[src/rtl/spi_ram_master.sv]
// spi_ram_master
// Master-side controller for an SPI slave with a synchronous RAM behind it.
// Two requesters issue word-level read/write requests. A round-robin arbiter
// picks one. Each request then becomes two 10-bit command frames, sent MSB
// first on ss_n/mosi:
//   00 write-address, 01 write-data, 10 read-address, 11 read-data.
// During a 11 frame the 8-bit reply is shifted in from miso.
// The slave shares clk, and every SPI bit takes exactly one clk cycle.
//
// Parameters:
//   LEAD      cycles with ss_n low and mosi low before the first frame bit (1..16)
//   MISO_DLY  cycles between TAIL and the first miso sample in a 11 frame (0..16)
//   GAP       cycles with ss_n high after each frame (1..16)
// Ports:
//   clk, rst                        clock and synchronous active-high reset
//   rX_valid/we/addr/wdata/ready    request handshake for requester X (0 or 1)
//   rsp_valid/id/we/rdata           completion pulse and its attributes
//   busy                            high whenever the FSM is not idle
//   ss_n, mosi, miso                SPI lines
module spi_ram_master #(
    parameter int LEAD     = 2,
    parameter int MISO_DLY = 1,
    parameter int GAP      = 1
) (
    input  logic       clk,
    input  logic       rst,
    input  logic       r0_valid,
    input  logic       r0_we,
    input  logic [7:0] r0_addr,
    input  logic [7:0] r0_wdata,
    output logic       r0_ready,
    input  logic       r1_valid,
    input  logic       r1_we,
    input  logic [7:0] r1_addr,
    input  logic [7:0] r1_wdata,
    output logic       r1_ready,
    output logic       rsp_valid,
    output logic       rsp_id,
    output logic       rsp_we,
    output logic [7:0] rsp_rdata,
    output logic       busy,
    output logic       ss_n,
    output logic       mosi,
    input  logic       miso
);

    typedef enum logic [2:0] {
        S_IDLE, S_LEAD, S_SHIFT, S_TAIL, S_WAIT, S_CAPT, S_GAP
    } state_t;

    localparam logic [3:0] LEAD_LAST = 4'(LEAD - 1);
    localparam logic [3:0] DLY_LAST  = 4'(MISO_DLY - 1);
    localparam logic [3:0] GAP_LAST  = 4'(GAP - 1);

    state_t     state_r;
    logic       fidx_r;
    logic [3:0] cnt_r;
    logic       prio_r;      // 1: requester 1 wins a tie
    logic       id_r;
    logic       we_r;
    logic [7:0] addr_r;
    logic [7:0] wdata_r;
    logic [7:0] rdata_r;
    logic       grant0_s;
    logic       grant1_s;
    logic [9:0] frame_s;

    assign grant0_s = r0_valid & (~r1_valid | ~prio_r);
    assign grant1_s = r1_valid & (~r0_valid | prio_r);
    assign r0_ready = (state_r == S_IDLE) & grant0_s;
    assign r1_ready = (state_r == S_IDLE) & grant1_s;

    // Frame being sent. The low byte of a 11 frame repeats addr, so it is never X.
    always_comb begin
        frame_s = {2'b00, addr_r};
        if (we_r) begin
            frame_s = fidx_r ? {2'b01, wdata_r} : {2'b00, addr_r};
        end else begin
            frame_s = fidx_r ? {2'b11, addr_r} : {2'b10, addr_r};
        end
    end

    // Transaction FSM. ss_n, mosi and busy are set on the edge that enters the
    // matching state, so they stay registered and aligned with state_r.
    always_ff @(posedge clk) begin
        if (rst) begin
            state_r   <= S_IDLE;
            fidx_r    <= 1'b0;
            cnt_r     <= 4'd0;
            prio_r    <= 1'b0;
            id_r      <= 1'b0;
            we_r      <= 1'b0;
            addr_r    <= 8'h00;
            wdata_r   <= 8'h00;
            rdata_r   <= 8'h00;
            rsp_valid <= 1'b0;
            rsp_id    <= 1'b0;
            rsp_we    <= 1'b0;
            rsp_rdata <= 8'h00;
            busy      <= 1'b0;
            ss_n      <= 1'b1;
            mosi      <= 1'b0;
        end else begin
            rsp_valid <= 1'b0;
            case (state_r)
                S_IDLE: begin
                    if (r0_ready | r1_ready) begin
                        id_r    <= r1_ready;
                        we_r    <= r1_ready ? r1_we    : r0_we;
                        addr_r  <= r1_ready ? r1_addr  : r0_addr;
                        wdata_r <= r1_ready ? r1_wdata : r0_wdata;
                        // The loser of this grant gets priority next time.
                        prio_r  <= ~r1_ready;
                        fidx_r  <= 1'b0;
                        cnt_r   <= 4'd0;
                        state_r <= S_LEAD;
                        ss_n    <= 1'b0;
                        busy    <= 1'b1;
                    end
                end
                S_LEAD: begin
                    if (cnt_r == LEAD_LAST) begin
                        cnt_r   <= 4'd0;
                        state_r <= S_SHIFT;
                        mosi    <= frame_s[9];
                    end else begin
                        cnt_r <= cnt_r + 4'd1;
                    end
                end
                S_SHIFT: begin
                    if (cnt_r == 4'd9) begin
                        cnt_r   <= 4'd0;
                        state_r <= S_TAIL;
                        mosi    <= 1'b0;
                    end else begin
                        // Next cycle is shift index cnt_r+1, so it carries bit 8-cnt_r.
                        mosi  <= frame_s[4'd8 - cnt_r];
                        cnt_r <= cnt_r + 4'd1;
                    end
                end
                S_TAIL: begin
                    cnt_r <= 4'd0;
                    if (fidx_r & ~we_r) begin
                        state_r <= (MISO_DLY == 0) ? S_CAPT : S_WAIT;
                    end else begin
                        state_r <= S_GAP;
                        ss_n    <= 1'b1;
                        if (fidx_r) begin
                            rsp_valid <= 1'b1;
                            rsp_id    <= id_r;
                            rsp_we    <= we_r;
                        end
                    end
                end
                S_WAIT: begin
                    if (cnt_r == DLY_LAST) begin
                        cnt_r   <= 4'd0;
                        state_r <= S_CAPT;
                    end else begin
                        cnt_r <= cnt_r + 4'd1;
                    end
                end
                S_CAPT: begin
                    rdata_r <= {rdata_r[6:0], miso};
                    if (cnt_r == 4'd7) begin
                        cnt_r     <= 4'd0;
                        state_r   <= S_GAP;
                        ss_n      <= 1'b1;
                        rsp_valid <= 1'b1;
                        rsp_id    <= id_r;
                        rsp_we    <= we_r;
                        rsp_rdata <= {rdata_r[6:0], miso};
                    end else begin
                        cnt_r <= cnt_r + 4'd1;
                    end
                end
                S_GAP: begin
                    if (cnt_r == GAP_LAST) begin
                        cnt_r <= 4'd0;
                        if (!fidx_r) begin
                            fidx_r  <= 1'b1;
                            state_r <= S_LEAD;
                            ss_n    <= 1'b0;
                        end else begin
                            state_r <= S_IDLE;
                            busy    <= 1'b0;
                        end
                    end else begin
                        cnt_r <= cnt_r + 4'd1;
                    end
                end
                default: begin
                    state_r <= S_IDLE;
                    cnt_r   <= 4'd0;
                    busy    <= 1'b0;
                    ss_n    <= 1'b1;
                    mosi    <= 1'b0;
                end
            endcase
        end
    end

endmodule

[config.mk]
export PLATFORM = sky130hd
export DESIGN_NAME = spi_ram_master
export DESIGN_NICKNAME = d
export VERILOG_FILES = /design/src/rtl/spi_ram_master.sv
export SDC_FILE = /design/constraint.sdc
export NUM_CORES = 1
export LEC_CHECK = 0
export ABC_CLOCK_PERIOD_IN_PS = 7100
export CAP_MARGIN = 15
export CORE_MARGIN = 4
export CORE_UTILIZATION = 45
export DETAILED_ROUTE_END_ITERATION = 16
export PLACE_DENSITY = 0.72
export SYNTH_ARGS = -nofsm -noshare
export SYNTH_HDL_FRONTEND = slang
export SYNTH_SLANG_ARGS = --single-unit
[constraint.sdc]
create_clock -name clk -period 7.1 [get_ports clk]
set_input_delay 1.065 -clock clk [delete_from_list [all_inputs] [get_ports clk]]
set_output_delay 1.065 -clock clk [all_outputs]
set_load 0.02 [all_outputs]
=== Word level (Yosys, flattened, before mapping) ===
Cells that the tools add are included.

* Flip-flop bits (word level): 48
* Bits of input ports: 39

* $add $sub $neg: 2
* Magnitude comparators: 1
* Equality and inequality tests: 19
* Muxes and demuxes: 50
* Bitwise operators: 16
* Reductions and logical operators: 16

{| class="wikitable"
|+ Operator list
! operator !! count
|-
| 2-to-1 mux 1 bit || 23
|-
| case mux 3 bit (7 select lines) || 1
|-
| 2-to-1 mux 4 bit || 5
|-
| case mux 4 bit (5 select lines) || 1
|-
| 2-to-1 mux 3 bit || 6
|-
| 2-to-1 mux 9 bit || 2
|-
| inequality test 2 bit (second input constant) || 9
|-
| 2-to-1 mux 8 bit || 2
|-
| AND reduction 6 bit || 2
|-
| 2-to-1 mux 10 bit || 1
|-
| OR reduction 5 bit || 2
|-
| equality test 3 bit (second input constant) || 3
|-
| inverter 1 bit || 8
|-
| case mux 1 bit (2 select lines) || 4
|-
| AND reduction 4 bit || 2
|-
| equality test 3 x 2 -> 1 bit (second input constant) || 2
|-
| case mux 1 bit (3 select lines) || 2
|-
| AND reduction 2 bit || 3
|-
| bitwise AND 1 bit || 5
|-
| less-than comparator 4 x 5 -> 1 bit (second input constant) || 1
|-
| case mux 1 bit (5 select lines) || 1
|-
| adder 4 x 1 -> 4 bit (second input constant) || 1
|-
| binary-select mux 1 bit (select 4 bit) || 1
|-
| equality test 4 x 1 -> 1 bit (second input constant) || 1
|-
| 13 further kinds || 16
|}

=== Longest topological paths before layout ===
* Word-level depth: 7
* Mapped depth: 8
* Gate-level depth less buffers: 7

=== Least setup slack after synthesis ===
No wires, ideal clock.

* Kind: input to output
* Start point: input port r0_valid
* End point: output port r1_ready
* Arrival: 1.705 ns
* Path slack: 4.330 ns
* Stages: 4
* Buffers on the path: 1
* Cell sequence: nand2b_1 nand3_2 clkbuf_1 inv_1

* Word-level cells in the longest chain between the ends: 4

{| class="wikitable"
|+ RTL lines
! what !! RTL line !! RTL
|-
| from (decl) || 27 || <nowiki>input logic r0_valid,</nowiki>
|-
| inverter 1 bit || 69 || <nowiki>assign grant1_s = r1_valid & (~r0_valid | prio_r);</nowiki>
|-
| OR 1 bit || 69 ||
|-
| bitwise AND 1 bit || 69 ||
|-
| bitwise AND 1 bit || 71 || <nowiki>assign r1_ready = (state_r == S_IDLE) & grant1_s;</nowiki>
|-
| to (decl) || 36 || <nowiki>output logic r1_ready,</nowiki>
|}

No other way between the ends.

=== Final worst setup path ===
* Start point: input port r0_valid
* End point: output port r0_ready

* Word-level cells in the longest chain between the ends: 2

{| class="wikitable"
|+ RTL lines
! what !! RTL line !! RTL
|-
| bitwise AND 1 bit || 68 || <nowiki>assign grant0_s = r0_valid & (~r1_valid | ~prio_r);</nowiki>
|-
| bitwise AND 1 bit || 70 || <nowiki>assign r0_ready = (state_r == S_IDLE) & grant0_s;</nowiki>
|-
| to (decl) || 31 || <nowiki>output logic r0_ready,</nowiki>
|}

No other way between the ends.

==> metrics <==
outcome finished, final reports clean; # setup viols final 0; final WL 5860 um; Synth Net Count 323; syn_area_per_cell 9.00 um^2; Starting DRT DRC Count 130; H-Tree Depth 2; Residual DRC 0; Clock Path Buffers 2; Root Driver clkbuf_8; number of vias per cell 5.55; Layout Area Growth over Synthesis 26.2%; placed cells between 300 and 400; met2 usage in global routing 0.281; total die area 0.00686 mm^2; Worst Hold Class reg -> reg; Die W 82.8 um; Critical Path End Type output pin; CP max FO 20; Worst setup SP type primary input; Slew headroom 0.449; Finished Layout Cells a little under 400; top cells by count, synth 48 x dfxtp_1, 36 x nor2_1, 28 x mux2i_1, 23 x a211oi_1, 17 x nand2_1; post-route antenna net violation count 0; worst slew pin tran 0.826 ns; Max Transition Viols Final 0; Req. time, crit path 6.03 ns; Final #Nets 367; RSZ-0062 raised after global routing false; Total Routing Usage GR 0.172; initial antenna violation count 0; Mapped Area 0.00252 mm^2; core footprint 0.00527 mm^2; post-synthesis register bit count 48; most frequent cell after synthesis dfxtp_1; Cell Chain, Critical Path clkdlybuf4s50_1, nand2_1, a21o_1, buf_4, inv_1, clkdlybuf4s50_1; Clock Sinks 48; Overflow after GRT 0; Post-synth ARST share 0; initial core utilization 0.478; fillers a little under 500; met3 Usage GRT 0.0366; CTS tree yes; post-DP HPWL between 4000 and 5000 um; Tot Pwr approximately 1.0 mW; slowest CP cell clkdlybuf4s50_1; Post-CTS Setup Inserts 0; Most used DFF post-synth dfxtp_1; post-synth top area share 0.382; cts hold-fix bufs 0; Setup CP Type in -> out; worst skew pair latency 0.31 ns; met1 usage 0.226; area leader, netlist dfxtp_1; Placer Congestion 0.812; post-DR wirelength/cell 14.8 um; setup TNS 0 ns; CTS Buf Count 5; synth warn 0; Cells after Synth 280; total of max-cap violations 0; top post-synthesis cells by area dfxtp_1 38%, mux2i_1 11%, a211oi_1 6.9%; number of synthesized flops with an enable pin 0; area post-placement between 0.003 and 0.004 mm^2; row count 26; Ports 55; vias in the first global route 2117; Non-Filler Cell Area, Final between 0.003 and 0.004 mm^2; Slowest Stage Delay on Critical Path 0.60 ns; Tmin final 3.81 ns; Final Cycle Share 0.537; PortBufs between 50 and 60; pin count of the biggest net entering global routing 46; final hold vios 0; pwr/cell area around 320 mW/mm^2; DRT Pass-1 Iters 4; Synth cell types 50; vias 2191; Core Util, Final 0.603; die height 82.8 um; # resized after CTS 0; leakage power total around 1.2 nW; # diodes 0; maximum VDD drop 0.000143 V; first-pass GRT wire length 9830 um; share of cells above drive strength 1 0.0800; most frequent cell on the critical path clkdlybuf4s50_1; Max Clk Rate 0.262 GHz; GR peak layer met2; register area share after synthesis 0.382; Worst-path clk slew 0.09 ns; CP arrival roughly 2.7 ns; clk_skew 0.00516 ns
==> metrics by stage <==
stage          hold WS, ns  setup slack [ns]
2_1_floorplan        0.436              4.33
3_3_place_gp         0.448              3.32
3_5_place_dp         0.453              3.30
4_1_cts              0.469              3.29
5_1_grt              0.491              3.20
6_report             0.468              3.29
==> final timing paths <==
kind,startpoint,end,slack (ns),depth (start not counted)
worst max-delay path,r0_valid,r0_ready,3.29,6
worst min-delay path,rdata_r[6]$_SDFFE_PP0P_,rdata_r[6]$_SDFFE_PP0P_,0.47,2
worst max register to register,cnt_r[0]$_SDFFE_PP0P_,mosi$_SDFFE_PP0P_,4.63,7
worst min register to register,rdata_r[6]$_SDFFE_PP0P_,rdata_r[6]$_SDFFE_PP0P_,0.47,2
==> final cells by class <==
cell class,instances,area [um^2],share of cell area
clock buffer,6,82.6,0.0260
inverter,10,37.5,0.0118
tap,70,87.6,0.0275
clock inverter,2,13.8,0.00433
timing repair buffer,57,563,0.177
sequential,48,961,0.302
multi-input combinational,202,1430,0.451
==> per-layer routing <==
layer,wire [um],vias up
li1,-,1097
met1,2680,1037
met2,2830,47
met3,256,10
met4,91,0
met5,0,-
==> flip-flops by register name (all words and copies together) (netlist names) <==
register   count
addr_r         8
busy           1
cnt_r          4
fidx_r         1
id_r           1
mosi           1
prio_r         1
rdata_r        7
rsp_id         1
rsp_rdata      8
rsp_valid      1
rsp_we         1
ss_n           1
state_r        3
wdata_r        8
we_r           1
==> cell families after synthesis <==
kind of cell | synth area share
AND/OR/NAND/NOR | 0.200
AO/OA/AOI/OAI | 0.197
flip-flops | 0.382
multiplexers | 0.143
buffers and inverters | 0.0492
adder cells (fa/ha/maj) | 0.0199
XOR/XNOR | 0.00994
==> critical path, delay by kind of cell <==
kind	cells	cell delay (ns)
AOI/OAI and AO/OA	1	0.17
buffers and inverters	4	1.42
and+or+nand+nor	1	0.08
==> power by group <==
part           internal, mW  switching [mW]  total (mW)
Clock                0.0798          0.0967       0.177
Combinational         0.216           0.224       0.440
Sequential            0.321          0.0654       0.387
==> placed cells by master (no fill, tap or decap), types with 4 or more instances in the layout <==
| cell type | n |
|---|---|
| o21ai_1 | 4 |
| a21o_1 | 4 |
| clkbuf_8 | 6 |
| a211oi_1 | 23 |
| nand3_1 | 12 |
| mux2i_1 | 28 |
| a21oi_1 | 16 |
| nand2b_1 | 7 |
| dfxtp_1 | 48 |
| o21ai_0 | 4 |
| clkdlybuf4s50_1 | 54 |
| ha_1 | 4 |
| nand2_1 | 17 |
| nor2_1 | 36 |
| inv_1 | 9 |
| nor3_1 | 4 |
Note: power is estimated with default switching activity, not from simulation.
